## config.mk

```make
export PLATFORM = sky130hd
export DESIGN_NAME = cam_pixel_capture_flat
export DESIGN_NICKNAME = d
export VERILOG_FILES = /design/src/rtl/cam_pixel_capture_pkg.sv /design/src/rtl/cam_pixel_capture_if.sv /design/src/rtl/cam_pixel_capture_input_sampler.sv /design/src/rtl/cam_pixel_capture.sv /design/src/flat_wrapper.sv
export SDC_FILE = /design/constraint.sdc
export NUM_CORES = 1
export LEC_CHECK = 0
export CAP_MARGIN = 15
export CELL_PAD_IN_SITES_DETAIL_PLACEMENT = 0
export CELL_PAD_IN_SITES_GLOBAL_PLACEMENT = 2
export CORE_MARGIN = 8
export CORE_UTILIZATION = 31
export DETAILED_ROUTE_END_ITERATION = 8
export PLACE_DENSITY_LB_ADDON = 0.1
export SETUP_SLACK_MARGIN = 0.05
export SLEW_MARGIN = 15
export SYNTH_ARGS = -nofsm -noshare
export SYNTH_HDL_FRONTEND = slang
export SYNTH_SLANG_ARGS = --single-unit
```

## constraint.sdc

```tcl
create_clock -name CLK -period 2.15 [get_ports CLK]
set_input_delay 0.3225 -clock CLK [delete_from_list [all_inputs] [get_ports CLK]]
set_output_delay 0.3225 -clock CLK [all_outputs]
set_load 0.02 [all_outputs]
```

## src/rtl/cam_pixel_capture_pkg.sv

```systemverilog
// Shared types and constants for the camera capture front-end.
package cam_capture_pkg;

  typedef enum logic [1:0] {
    ST_IDLE   = 2'd0,
    ST_VSYNC  = 2'd1,
    ST_ACTIVE = 2'd2
  } cap_state_e;

  localparam int unsigned ERR_LINE_LEN = 0;
  localparam int unsigned ERR_ODD_BYTE = 1;
  localparam int unsigned ERR_LINE_CNT = 2;

  typedef struct packed {
    logic       hsync;
    logic       vsync;
    logic [7:0] data;
  } cam_bus_t;

endpackage

```

## src/rtl/cam_pixel_capture_if.sv

```systemverilog
// Camera byte bus in, tagged RGB565 pixel stream and frame status out.
interface cam_pixel_capture_if #(
  parameter int unsigned XW = 10,
  parameter int unsigned YW = 9
);
  logic          PCLK;
  logic          CamHsync;
  logic          CamVsync;
  logic [7:0]    CamData;
  logic          PixValid;
  logic [15:0]   PixData;
  logic [XW-1:0] PixX;
  logic [YW-1:0] PixY;
  logic          FrameStart;
  logic          FrameDone;
  logic [2:0]    ErrFlags;

  modport master (
    output PCLK, CamHsync, CamVsync, CamData,
    input  PixValid, PixData, PixX, PixY, FrameStart, FrameDone, ErrFlags
  );

  modport slave (
    input  PCLK, CamHsync, CamVsync, CamData,
    output PixValid, PixData, PixX, PixY, FrameStart, FrameDone, ErrFlags
  );
endinterface

```

## src/rtl/cam_pixel_capture_input_sampler.sv

```systemverilog
// Samples the camera bus into CLK and flags each PCLK rising edge with a one-cycle strobe.
module cam_input_sampler
  import cam_capture_pkg::*;
(
  input  logic       CLK,
  input  logic       RST_N,
  input  logic       pclk,
  input  logic       hsync,
  input  logic       vsync,
  input  logic [7:0] data,
  output cam_bus_t   bus,
  output logic       sample
);
  logic     s1_pclk;
  logic     s2_pclk;
  cam_bus_t s1_bus;

  // Bus is re-registered alongside the strobe so the consumer sees the byte captured with PCLK=1.
  always_ff @(posedge CLK) begin
    if (!RST_N) begin
      s1_pclk <= 1'b0;
      s2_pclk <= 1'b0;
      s1_bus  <= '0;
      sample  <= 1'b0;
      bus     <= '0;
    end else begin
      s1_pclk <= pclk;
      s1_bus  <= '{hsync: hsync, vsync: vsync, data: data};
      s2_pclk <= s1_pclk;
      sample  <= s1_pclk & ~s2_pclk;
      bus     <= s1_bus;
    end
  end
endmodule

```

## src/rtl/cam_pixel_capture.sv

```systemverilog
// Camera front-end: packs byte pairs into RGB565 pixels tagged with X/Y and tracks frame geometry.
module cam_pixel_capture
  import cam_capture_pkg::*;
#(
  parameter int unsigned H_ACTIVE = 640,
  parameter int unsigned V_ACTIVE = 480,
  parameter int unsigned XW       = 10,
  parameter int unsigned YW       = 9,
  parameter bit          HI_FIRST = 1'b1
) (
  input logic              CLK,
  input logic              RST_N,
  cam_pixel_capture_if.slave cam
);
  // Counters carry one extra bit so they can hold the saturated H_ACTIVE/V_ACTIVE value.
  localparam int unsigned XCW = XW + 1;
  localparam int unsigned YCW = YW + 1;
  localparam logic [XCW-1:0] X_END = XCW'(H_ACTIVE);
  localparam logic [YCW-1:0] Y_END = YCW'(V_ACTIVE);

  cam_bus_t        bus;
  logic            sample;
  cap_state_e      state;
  logic [XCW-1:0]  x;
  logic [YCW-1:0]  y;
  logic            phase;
  logic            prev_href;
  logic            frame_bad;
  logic            y_over;
  logic [7:0]      first_byte;
  logic            pix_valid;
  logic [15:0]     pix_data;
  logic [XW-1:0]   pix_x;
  logic [YW-1:0]   pix_y;
  logic            frame_start;
  logic            frame_done;
  logic [2:0]      err;

  cam_input_sampler u_sampler (
    .CLK    (CLK),
    .RST_N  (RST_N),
    .pclk   (cam.PCLK),
    .hsync  (cam.CamHsync),
    .vsync  (cam.CamVsync),
    .data   (cam.CamData),
    .bus    (bus),
    .sample (sample)
  );

  always_ff @(posedge CLK) begin
    if (!RST_N) begin
      state       <= ST_IDLE;
      x           <= '0;
      y           <= '0;
      phase       <= 1'b0;
      prev_href   <= 1'b0;
      frame_bad   <= 1'b0;
      y_over      <= 1'b0;
      first_byte  <= '0;
      pix_valid   <= 1'b0;
      pix_data    <= '0;
      pix_x       <= '0;
      pix_y       <= '0;
      frame_start <= 1'b0;
      frame_done  <= 1'b0;
      err         <= '0;
    end else begin
      pix_valid   <= 1'b0;
      frame_start <= 1'b0;
      frame_done  <= 1'b0;
      if (sample) begin
        case (state)
          ST_IDLE: if (bus.vsync) state <= ST_VSYNC;
          ST_VSYNC: begin
            if (!bus.vsync) begin
              state       <= ST_ACTIVE;
              frame_start <= 1'b1;
              x           <= '0;
              y           <= '0;
              phase       <= 1'b0;
              prev_href   <= 1'b0;
              frame_bad   <= 1'b0;
              y_over      <= 1'b0;
            end
          end
          ST_ACTIVE: begin
            if (bus.vsync) begin
              // Vsync has priority over any byte on the same event; an open line is truncated.
              state <= ST_VSYNC;
              if (prev_href) err[ERR_LINE_LEN] <= 1'b1;
              if ((y != Y_END) || y_over) err[ERR_LINE_CNT] <= 1'b1;
              else if (!frame_bad && !prev_href) frame_done <= 1'b1;
            end else if (bus.hsync) begin
              prev_href <= 1'b1;
              if (!phase) begin
                first_byte <= bus.data;
                phase      <= 1'b1;
              end else begin
                phase <= 1'b0;
                if (x != X_END) begin
                  x <= x + 1'b1;
                  if (y != Y_END) begin
                    pix_valid <= 1'b1;
                    pix_data  <= HI_FIRST ? {first_byte, bus.data} : {bus.data, first_byte};
                    pix_x     <= x[XW-1:0];
                    pix_y     <= y[YW-1:0];
                  end
                end else begin
                  err[ERR_LINE_LEN] <= 1'b1;
                  frame_bad         <= 1'b1;
                end
              end
            end else if (prev_href) begin
              prev_href <= 1'b0;
              x         <= '0;
              phase     <= 1'b0;
              if (x != X_END) begin
                err[ERR_LINE_LEN] <= 1'b1;
                frame_bad         <= 1'b1;
              end
              if (phase) begin
                err[ERR_ODD_BYTE] <= 1'b1;
                frame_bad         <= 1'b1;
              end
              if (y != Y_END) y <= y + 1'b1;
              else            y_over <= 1'b1;
            end
          end
          default: state <= ST_IDLE;
        endcase
      end
    end
  end

  assign cam.PixValid   = pix_valid;
  assign cam.PixData    = pix_data;
  assign cam.PixX       = pix_x;
  assign cam.PixY       = pix_y;
  assign cam.FrameStart = frame_start;
  assign cam.FrameDone  = frame_done;
  assign cam.ErrFlags   = err;
endmodule

```

## src/flat_wrapper.sv

```systemverilog
// flat-port wrapper written by rule: the top's interface ports become plain ports
module cam_pixel_capture_flat import cam_capture_pkg::*;
#(
  parameter int unsigned H_ACTIVE = 640,
  parameter int unsigned V_ACTIVE = 480,
  parameter int unsigned XW       = 10,
  parameter int unsigned YW       = 9,
  parameter bit          HI_FIRST = 1'b1
)
  (CLK, RST_N, cam_PCLK, cam_CamHsync, cam_CamVsync, cam_CamData, cam_PixValid, cam_PixData, cam_PixX, cam_PixY, cam_FrameStart, cam_FrameDone, cam_ErrFlags);
  cam_pixel_capture_if #(.XW(XW), .YW(YW)) cam_i ();
  input logic CLK;
  input logic RST_N;
  input wire logic [$bits(cam_i.PCLK)-1:0] cam_PCLK;
  input wire logic [$bits(cam_i.CamHsync)-1:0] cam_CamHsync;
  input wire logic [$bits(cam_i.CamVsync)-1:0] cam_CamVsync;
  input wire logic [$bits(cam_i.CamData)-1:0] cam_CamData;
  output wire logic [$bits(cam_i.PixValid)-1:0] cam_PixValid;
  output wire logic [$bits(cam_i.PixData)-1:0] cam_PixData;
  output wire logic [$bits(cam_i.PixX)-1:0] cam_PixX;
  output wire logic [$bits(cam_i.PixY)-1:0] cam_PixY;
  output wire logic [$bits(cam_i.FrameStart)-1:0] cam_FrameStart;
  output wire logic [$bits(cam_i.FrameDone)-1:0] cam_FrameDone;
  output wire logic [$bits(cam_i.ErrFlags)-1:0] cam_ErrFlags;
  assign cam_i.PCLK = cam_PCLK;
  assign cam_i.CamHsync = cam_CamHsync;
  assign cam_i.CamVsync = cam_CamVsync;
  assign cam_i.CamData = cam_CamData;
  assign cam_PixValid = cam_i.PixValid;
  assign cam_PixData = cam_i.PixData;
  assign cam_PixX = cam_i.PixX;
  assign cam_PixY = cam_i.PixY;
  assign cam_FrameStart = cam_i.FrameStart;
  assign cam_FrameDone = cam_i.FrameDone;
  assign cam_ErrFlags = cam_i.ErrFlags;
  cam_pixel_capture #(.H_ACTIVE(H_ACTIVE), .V_ACTIVE(V_ACTIVE), .XW(XW), .YW(YW), .HI_FIRST(HI_FIRST)) u_core (.CLK(CLK), .RST_N(RST_N), .cam(cam_i));
endmodule
```

==> flow_metrics.tcl, run 1 <==
set metrics [dict create \
    vdd_drop_max_v 0.0004115 \
    holdWs_ns 0.3629 \
    boundaryPins 54 \
    clockBufferDepth 2 \
    syn_inst 443 \
    final_cell_mix "dfxtp_1 (97), nand2_1 (88), clkdlybuf4s50_1 (52), mux2i_1 (51), buf_4 (34)" \
    synth_top_area_share_pct 47.65 \
    grt_antenna_before_repair 0 \
    cts-buffers-inserted 9 \
    dieArea_mm2 0.01738 \
    grt_max_degree 51 \
    die_width_um 131.8 \
    total_power_mw 3.838 \
    power_leakage_nw 1.932 \
    syn_area_per_cell_um2 9.388 \
    crit_fanout 7 \
    cpPeakStageDelay_ns 0.53 \
    ant_nets 0 \
    via_count 3376 \
    hp-class "input port to flop" \
    min_path_cells 3 \
    crit_arrival_ns 2.37 \
    core-area_mm2 0.01319 \
    synthTopCellsByArea "dfxtp_1 (48%), mux2i_1 (12%), nand2_1 (7.9%)" \
    h-tree-depth 3 \
    period_needed_ns 2.087 \
    dp_hpwl_mm 7.154 \
    slew_headroom_pct 65.85 \
    synth_xor_area_share_pct 0.4212 \
    root_buffer "clkbuf_16" \
    first_pass_iters 4 \
    finalClockSkew_ns 0.005819 \
    ys_seq_area_share_pct 47.65 \
    grt_pass1_vias 3375 \
    worst_setup_path_start_kind "flop" \
    synthMuxAreaShare_pct 12.27 \
    fp-row-count 42 \
    clock_sinks 99 \
    vias_per_cell 4.809 \
    setup_viol 0 \
    drt_iter0_drc 125 \
    fmax_mhz 479.2 \
    wl_per_cell_um 15.42 \
    placed_area_mm2 0.005026 \
    fillCellCount 1300 \
    postCtsHoldBufs 0 \
    synth_ff_type "dfxtp_1" \
    gp_congestion 0.7646 \
    cp.required_ns 2.44 \
    finalWirelength_mm 10.83 \
    syn_to_final_growth_pct 33.39 \
    synth_cell_types 50 \
    start_util_pct 31.53 \
    hold_end "u_core.cam.PixY[0]$_SDFFE_PN0P_" \
    end_kind "flop" \
    r2r-start "u_core.state[1]$_SDFFE_PN0P_" \
    r2r_cells 7 \
    status "complete, no violations" \
    final_common_cell "dfxtp_1" \
    port_buffers 53 \
    synthArstFlopShare_pct 0 \
    power.density_mw_per_mm2 691.9 \
    grt_pass1_wl_mm 17.19 \
    cts.clk_slew.worst_paths_ns 0.07 \
    synth_edf_count 0 \
    grt_overflow 0 \
    critical_path_buf_inv_count 2 \
    crit_path_top_delay_cell "or4_4" \
    synth-simple-area-share_pct 23.35 \
    postLayoutCellArea_mm2 0.005548 \
    crit_chain "inv_4 > ha_4 > o21a_1 > or3_4 > buf_12 > or4_4 > a21oi_2" \
    syn_area_mm2 0.004159 \
    r2r_end "u_core.x[6]$_SDFFE_PN0P_" \
    hold_start "RST_N" \
    final_nets 543 \
    diodes 0 \
    crit_family "simple AND/OR/NAND/NOR gates" \
    insertion_delay_ns 0.35 \
    synth_compound_area_share_pct 8.935 \
    final-hold-violation-count 0 \
    synth_fp_nets 465 \
    layout_worst_path_cycle_share_pct 97.07 \
    rsz0062_at_grt "yes" \
    synth_warnings 0 \
    grt_use_total_pct 12.12 \
    cap_viol_max_count 0 \
    die_height_um 131.8 \
    tightest_slew_ns 0.5068 \
    setup_tns_ns 0 \
    drive_gt1_share_pct 15.78 \
    crit_type "flop to flop" \
    cts_tree "done" \
    r2r_slack_ns 0.06 \
    synth_largest_area_cell "dfxtp_1" \
    synth_fa_ha_area_share_pct 2.708 \
    maxSlewViolCount 0 \
    ys_ff_latch 99 \
    synth_top_family_by_area "simple AND/OR/NAND/NOR gates" \
    remaining_drc_errors 0 \
]
## stage by stage
stage	cells	worst slack, ns	utilization, %
after floorplan	443	0.09018	-
after global placement	682	0.05948	38.10
after detailed placement	682	0.01129	38.10
after CTS	698	0.04862	40.82
after global routing	702	0.01653	42.06
final	702	0.06305	42.06
## where the power goes
group / internal [mW] / switching (mW) / total [mW]
clock: 1.14 / 0.728 / 1.87
combinational: 0.0441 / 0.0599 / 0.104
sequential: 1.85 / 0.0103 / 1.86
total: 3.04 / 0.798 / 3.84
## worst reg2reg max path, cell delays in order, from the launching register on
cell and delay (ns):
dfxtp_4 0.39, inv_4 0.06, ha_4 0.15, o21a_1 0.20, or3_4 0.43, buf_12 0.16
or4_4 0.53, a21oi_2 0.12
## synthesized netlist by cell type (all sizes together) (7+ instances only)
cell    number
dfxtp       99
clkbuf      19
nor2        24
or4          7
and2        26
a21oi       14
nand3        9
inv          9
ha           9
mux2i       51
nand2       88
o21ai       11
## timing repair
item | 4_1_cts | 5_1_grt
setup buffers | 0 | 2
pin swaps | 0 | 9
resized for setup | 5 | 26
setup endpoints to repair | 20 | 45
gates cloned | 0 | 2
## worst max-delay path by stage
stage	start	endpoint	slack, ns	cells after the start
after CTS	u_core.y[0]$_SDFFE_PN0P_	u_core.cam.PixValid$_SDFF_PP0_	0.05	6
after global placement	u_core.state[0]$_SDFFE_PN0P_	u_core.x[6]$_SDFFE_PN0P_	0.06	7
after global routing	u_core.state[1]$_SDFFE_PN0P_	u_core.x[6]$_SDFFE_PN0P_	0.02	7
final	u_core.state[1]$_SDFFE_PN0P_	u_core.x[6]$_SDFFE_PN0P_	0.06	7
after floorplan	u_core.state[0]$_SDFFE_PN0P_	u_core.x[7]$_SDFFE_PN0P_	0.09	9
after detailed placement	u_core.state[0]$_SDFFE_PN0P_	u_core.x[3]$_SDFFE_PN0P_	0.01	7
## final cells by class
type	instances	area [um^2]	share of cell area, %
inverter	10	40.04	0.7217
clock inverter	7	123.9	2.233
sequential	99	1987	35.81
timing repair buffer	90	852.1	15.36
tap	176	220.2	3.969
multi-input combinational	311	2100	37.84
clock buffer	9	225.2	4.060
## state kept, by name (all words and copies together), names as in the netlist, 8 cells and up
register,cells
u_core.cam.PixData,16
u_core.x,11
u_core.cam.PixX,10
u_core.u_sampler.bus,10
u_core.u_sampler.s1_bus,10
u_core.y,10
u_core.cam.PixY,9
u_core.first_byte,8
## layer usage
metal  global-route usage, %  wire length, um  up-vias  part of all wire (%)
met4                   2.872               97        0                  0.90
met3                   4.383              430        9                   4.0
met2                   20.29             5008       60                    46
met5                       0                0        -                     0
met1                   14.46             5291     1609                    49
li1                        -                -     1698                     -
## cells by family (layout without fill, tap and decap cells)
family | Yosys count | after routing
mux | 51 | 51
simple gates | 193 | 194
fa+ha+maj | 9 | 9
xor+xnor | 2 | 2
buf+inv | 34 | 116
flops | 99 | 99
compound gates | 55 | 55
Note: power is estimated with default switching activity, not from simulation.
==> run 2: changes to the inputs <==
--- a/config.mk
+++ b/config.mk
@@ -12,6 +12,7 @@
 export CORE_UTILIZATION = 31
 export DETAILED_ROUTE_END_ITERATION = 8
 export PLACE_DENSITY_LB_ADDON = 0.1
+export RECOVER_POWER = 100
 export SETUP_SLACK_MARGIN = 0.05
 export SLEW_MARGIN = 15
 export SYNTH_ARGS = -nofsm -noshare
==> flow_metrics.tcl, run 2 (synthesis gave the netlist of run 1 again) <==
set metrics [dict create \
    crit_type "flop to flop" \
    crit_arrival_ns 2.36 \
    grt_use_total_pct 12.12 \
    cp.required_ns 2.43 \
    dp_hpwl_mm 7.154 \
    multi_input_area_mm2 0.002073 \
    fp-row-count 42 \
    end_kind "flop" \
    register_area_mm2 0.001987 \
    clock_sinks 99 \
    wl_per_cell_um 15.40 \
    hp-class "input port to flop" \
    crit_fanout 7 \
    crit_path_top_delay_cell "or4_4" \
    die_width_um 131.8 \
    remaining_drc_errors 0 \
    crit_family "simple AND/OR/NAND/NOR gates" \
    first_pass_iters 4 \
    cpPeakStageDelay_ns 0.53 \
    finalNonFillerCells 702 \
    power.density_mw_per_mm2 699.0 \
    holdWs_ns 0.3635 \
    core-area_mm2 0.01319 \
    finalClockSkew_ns 0.006347 \
    insertion_delay_ns 0.35 \
    cap_viol_max_count 0 \
    largest_register_ffs 16 \
    cts-buffers-inserted 9 \
    total_power_mw 3.835 \
    layout_worst_path_cycle_share_pct 96.63 \
    gp_congestion 0.7646 \
    maxSlewViolCount 0 \
    ant_nets 0 \
    setup_tns_ns 0 \
    setup_viol 0 \
    vdd_drop_max_v 0.0004118 \
    via_count 3355 \
    clockBufferDepth 2 \
    fmax_mhz 481.4 \
    power_leakage_nw 2.054 \
    cts_tree "done" \
    slew_headroom_pct 40.03 \
    final_cell_mix "dfxtp_1 (97), nand2_1 (88), mux2i_1 (51), dlygate4sd3_1 (42), buf_4 (29)" \
    grt_pass1_wl_mm 17.19 \
    cts.clk_slew.worst_paths_ns 0.07 \
    fillCellCount 1313 \
    die_height_um 131.8 \
    rsz0062_at_grt "yes" \
    h-tree-depth 3 \
    critical_path_buf_inv_count 2 \
    finalWirelength_mm 10.81 \
    start_util_pct 31.53 \
    diodes 0 \
    root_buffer "clkbuf_16" \
    grt_pass1_vias 3375 \
    grt_max_degree 51 \
    period_needed_ns 2.077 \
    grt_antenna_before_repair 0 \
    dieArea_mm2 0.01738 \
    final_common_cell "dfxtp_1" \
    final-hold-violation-count 0 \
    worst_setup_path_start_kind "flop" \
    boundaryPins 54 \
    final_nets 543 \
    grt_overflow 0 \
    drive_gt1_share_pct 14.64 \
    tightest_slew_ns 0.8996 \
    crit_chain "inv_4 > ha_4 > o21a_1 > or3_4 > buf_12 > or4_4 > a21oi_2" \
    dpl.cell_count 682 \
    port_buffers 53 \
    utilization_pct 41.60 \
    vias_per_cell 4.779 \
    syn_to_final_growth_pct 31.92 \
    status "complete, no violations" \
    drt_iter0_drc 141 \
]
[run 2: repair_timing]
| action | in CTS | in global routing |
|---|---|---|
| pin swaps | 0 | 9 |
| setup buffers | 0 | 2 |
| cloned | 0 | 2 |
| resized for setup | 5 | 26 |
| endpoints found under the setup margin | 20 | 45 |
| hold buffers | 0 | 0 |
[run 2: area by class of cell]
cell class                 count  area share, %
multi-input combinational    311          37.79
sequential                    99          36.21
timing repair buffer          90          14.89
clock buffer                   9          4.105
tap                          176          4.014
clock inverter                 7          2.258
inverter                      10         0.7298
[run 2: routing by layer]
metal	global-route usage, %	share of wire [%]	vias up
met4	2.872	0.90	0
li1	-	-	1700
met1	14.46	49	1594
met2	20.29	46	52
met3	4.383	4.2	9
met5	0	0	-
[run 2: worst reg2reg max path, cell delays in order, from the launching register on]
cell     delay, ns
dfxtp_4       0.39
inv_4         0.06
ha_4          0.15
o21a_1        0.20
or3_4         0.42
buf_12        0.15
or4_4         0.53
a21oi_2       0.12
[run 2: path summary, 6_finish.rpt]
path / cells past startpoint / endpoint / startpoint / slack [ns]
setup / recovery: 7 / u_core.x[6]$_SDFFE_PN0P_ / u_core.state[1]$_SDFFE_PN0P_ / 0.07
hold / removal: 3 / u_core.cam.PixY[0]$_SDFFE_PN0P_ / RST_N / 0.36
setup reg to reg: 7 / u_core.x[6]$_SDFFE_PN0P_ / u_core.state[1]$_SDFFE_PN0P_ / 0.07
hold reg to reg: 1 / u_core.u_sampler.sample$_SDFF_PN0_ / u_core.u_sampler.s2_pclk$_SDFF_PN0_ / 0.38
[run 2: stage by stage]
stage               setup WS, ns  area, um^2
floorplan                0.09018        4170
global placement         0.05948        5026
detailed placement       0.01129        5026
CTS                      0.04862        5384
global route            0.008565        5487
finish                   0.07253        5487
[run 2: power breakdown]
| part | internal [mW] | switching (mW) | leakage, nW |
|---|---|---|---|
| clock | 1.14 | 0.727 | 0.160 |
| combinational | 0.0424 | 0.0590 | 1.09 |
| sequential | 1.85 | 0.0105 | 0.803 |
| total | 3.04 | 0.796 | 2.05 |
==> run 3: changes to the inputs <==
--- a/config.mk
+++ b/config.mk
@@ -6,10 +6,10 @@
 export NUM_CORES = 1
 export LEC_CHECK = 0
 export CAP_MARGIN = 15
-export CELL_PAD_IN_SITES_DETAIL_PLACEMENT = 0
-export CELL_PAD_IN_SITES_GLOBAL_PLACEMENT = 2
-export CORE_MARGIN = 8
-export CORE_UTILIZATION = 31
+export CELL_PAD_IN_SITES_DETAIL_PLACEMENT = 1
+export CELL_PAD_IN_SITES_GLOBAL_PLACEMENT = 1
+export CORE_MARGIN = 2
+export CORE_UTILIZATION = 38
 export DETAILED_ROUTE_END_ITERATION = 8
 export PLACE_DENSITY_LB_ADDON = 0.1
 export RECOVER_POWER = 100
==> constraint.sdc (replaced) <==
create_clock -name CLK -period 2.15 [get_ports CLK]
set_input_delay 0.43 -clock CLK [delete_from_list [all_inputs] [get_ports CLK]]
set_output_delay 0.43 -clock CLK [all_outputs]
set_load 0.02 [all_outputs]
==> flow_metrics.tcl, run 3 (synthesis gave the netlist of run 1 again) <==
set metrics [dict create \
    h-tree-depth 3 \
    setup_viol 0 \
    core-area_mm2 0.01075 \
    grt_use_total_pct 18.14 \
    diodes 0 \
    r2r_slack_ns 0.09 \
    finalClockSkew_ns 0.007557 \
    start_util_pct 38.71 \
    syn_to_final_growth_pct 25.36 \
    cp-endpoint "u_core.cam.PixData[4]$_SDFFE_PN0P_" \
    crit_type "flop to flop" \
    cpPeakStageDelay_ns 0.45 \
    crit_path_start "u_core.y[0]$_SDFFE_PN0P_" \
    boundaryPins 54 \
    cap_viol_max_count 0 \
    clock_sinks 99 \
    end_kind "flop" \
    remaining_drc_errors 0 \
    crit_chain "inv_1 > ha_1 > or4b_1 > or3_4 > and4_4 > buf_6 > mux2i_1" \
    r2r_end "u_core.cam.PixData[4]$_SDFFE_PN0P_" \
    tightest_slew_ns 1.002 \
    grt_overflow 0 \
    final_cell_mix "dfxtp_1 (97), nand2_1 (87), mux2i_1 (51), dlygate4sd3_1 (41), buf_4 (25)" \
    die_height_um 108.6 \
    vias_per_cell 5.177 \
    dp_hpwl_mm 6.894 \
    period_needed_ns 2.057 \
    dp_slack_ns -0.1320 \
    grt_max_degree 105 \
    root_buffer "clkbuf_8" \
    status "complete, no violations" \
    maxSlewViolCount 0 \
    die_width_um 108.6 \
    r2r-start "u_core.y[0]$_SDFFE_PN0P_" \
    gp_congestion 0.8098 \
    vdd_drop_max_v 0.0003999 \
    port_buffers 53 \
    finalWirelength_mm 10.41 \
    postCtsHoldBufs 0 \
    final_nets 539 \
    slew_headroom_pct 33.23 \
    cp.required_ns 2.40 \
    dieArea_mm2 0.01180 \
    drive_gt1_share_pct 12.69 \
    timing.final.ws_setup_ns 0.09295 \
    worst_setup_path_start_kind "flop" \
    fmax_mhz 486.1 \
    total_power_mw 3.038 \
    power.density_mw_per_mm2 582.7 \
    drt_iter0_drc 149 \
    hp-class "flop to flop" \
    fp-row-count 38 \
    final-hold-violation-count 0 \
    clockBufferDepth 2 \
    grt_pass1_vias 3392 \
    via_count 3417 \
    crit_path_top_delay_cell "or4b_1" \
    crit_fanout 18 \
    insertion_delay_ns 0.38 \
    cts_tree "done" \
    cts-buffers-inserted 9 \
    layout_worst_path_cycle_share_pct 95.68 \
    final_common_cell "dfxtp_1" \
    grt_antenna_before_repair 0 \
    fillCellCount 1271 \
    wl_per_cell_um 15.78 \
    grt_pass1_wl_mm 16.70 \
    rsz0062_at_grt "yes" \
    first_pass_iters 4 \
    cts.clk_slew.worst_paths_ns 0.08 \
    ant_nets 0 \
    power_leakage_nw 1.934 \
    crit_arrival_ns 2.31 \
    largest_register_ffs 16 \
    r2r_cells 7 \
]
-- run 3: cell count changes in the layout (fill, tap and decap cells not counted), moves of 3 or more --
cell       change
ha_4           -3
clkbuf_1       +3
buf_4          -4
clkbuf_2       -3
or4_1          +3
clkbuf_8      +11
clkbuf_16      -9
bufinv_16      -3
or4_4          -3
-- run 3: stage by stage --
stage	instance area [um^2]	std cells	hold slack, ns	utilization (%)	TNS, ns
floorplan	4170	443	0.3674	-	0
global placement	4933	640	0.3721	45.91	0
detailed placement	4933	640	0.3800	45.91	-0.6370
CTS	5139	656	0.3933	47.82	0
global route	5214	660	0.4140	48.52	0
finish	5214	660	0.3919	48.52	0
-- run 3: how the worst min path moves through the flow --
stage	startpoint	endpoint	slack, ns	cells past startpoint
2_1_floorplan	u_core.u_sampler.s2_pclk$_SDFF_PN0_	u_core.u_sampler.sample$_SDFF_PN0_	0.37	1
3_3_place_gp	u_core.u_sampler.s2_pclk$_SDFF_PN0_	u_core.u_sampler.sample$_SDFF_PN0_	0.37	1
3_5_place_dp	u_core.u_sampler.s2_pclk$_SDFF_PN0_	u_core.u_sampler.sample$_SDFF_PN0_	0.38	1
4_1_cts	u_core.u_sampler.s2_pclk$_SDFF_PN0_	u_core.u_sampler.sample$_SDFF_PN0_	0.39	1
5_1_grt	u_core.u_sampler.s2_pclk$_SDFF_PN0_	u_core.u_sampler.sample$_SDFF_PN0_	0.41	1
6_report	u_core.u_sampler.s2_pclk$_SDFF_PN0_	u_core.u_sampler.sample$_SDFF_PN0_	0.39	1
-- run 3: final cells by class --
| cell class | instances | area [um^2] | share of cell area [%] |
|---|---|---|---|
| clock inverter | 2 | 12.51 | 0.2400 |
| sequential | 99 | 1987 | 38.11 |
| tap | 140 | 175.2 | 3.360 |
| clock buffer | 12 | 155.1 | 2.976 |
| multi-input combinational | 312 | 2078 | 39.86 |
| inverter | 10 | 41.29 | 0.7919 |
| timing repair buffer | 85 | 764.5 | 14.66 |
-- run 3: metal layers --
metal | up-vias | routed length, um | GRT usage (%)
met5 | - | 0 | 0
met1 | 1660 | 4948 | 23.33
met2 | 58 | 4896 | 29.55
met4 | 0 | 146 | 6.502
met3 | 12 | 422 | 4.543
li1 | 1687 | - | -
-- run 3: critical path, delay by kind of cell (launching register included) --
kind	cells	cell delay [ns]
adders and majority gates	1	0.14
and+or+nand+nor	3	1.04
DFF	1	0.32
muxes	1	0.15
buffers and inverters	2	0.27
-- run 3: repair_timing --
item,4_1_cts,5_1_grt
cloned,1,1
pin swaps,3,5
setup endpoints to repair,18,61
setup buffers,1,3
resized for setup,6,19
hold endpoints to repair,0,0
-- run 3: power by group --
group / leakage [nW] / internal, mW / switching [mW]
clock network: 0.0843 / 0.470 / 0.610
registers: 0.803 / 1.85 / 0.0114
logic: 1.05 / 0.0394 / 0.0567
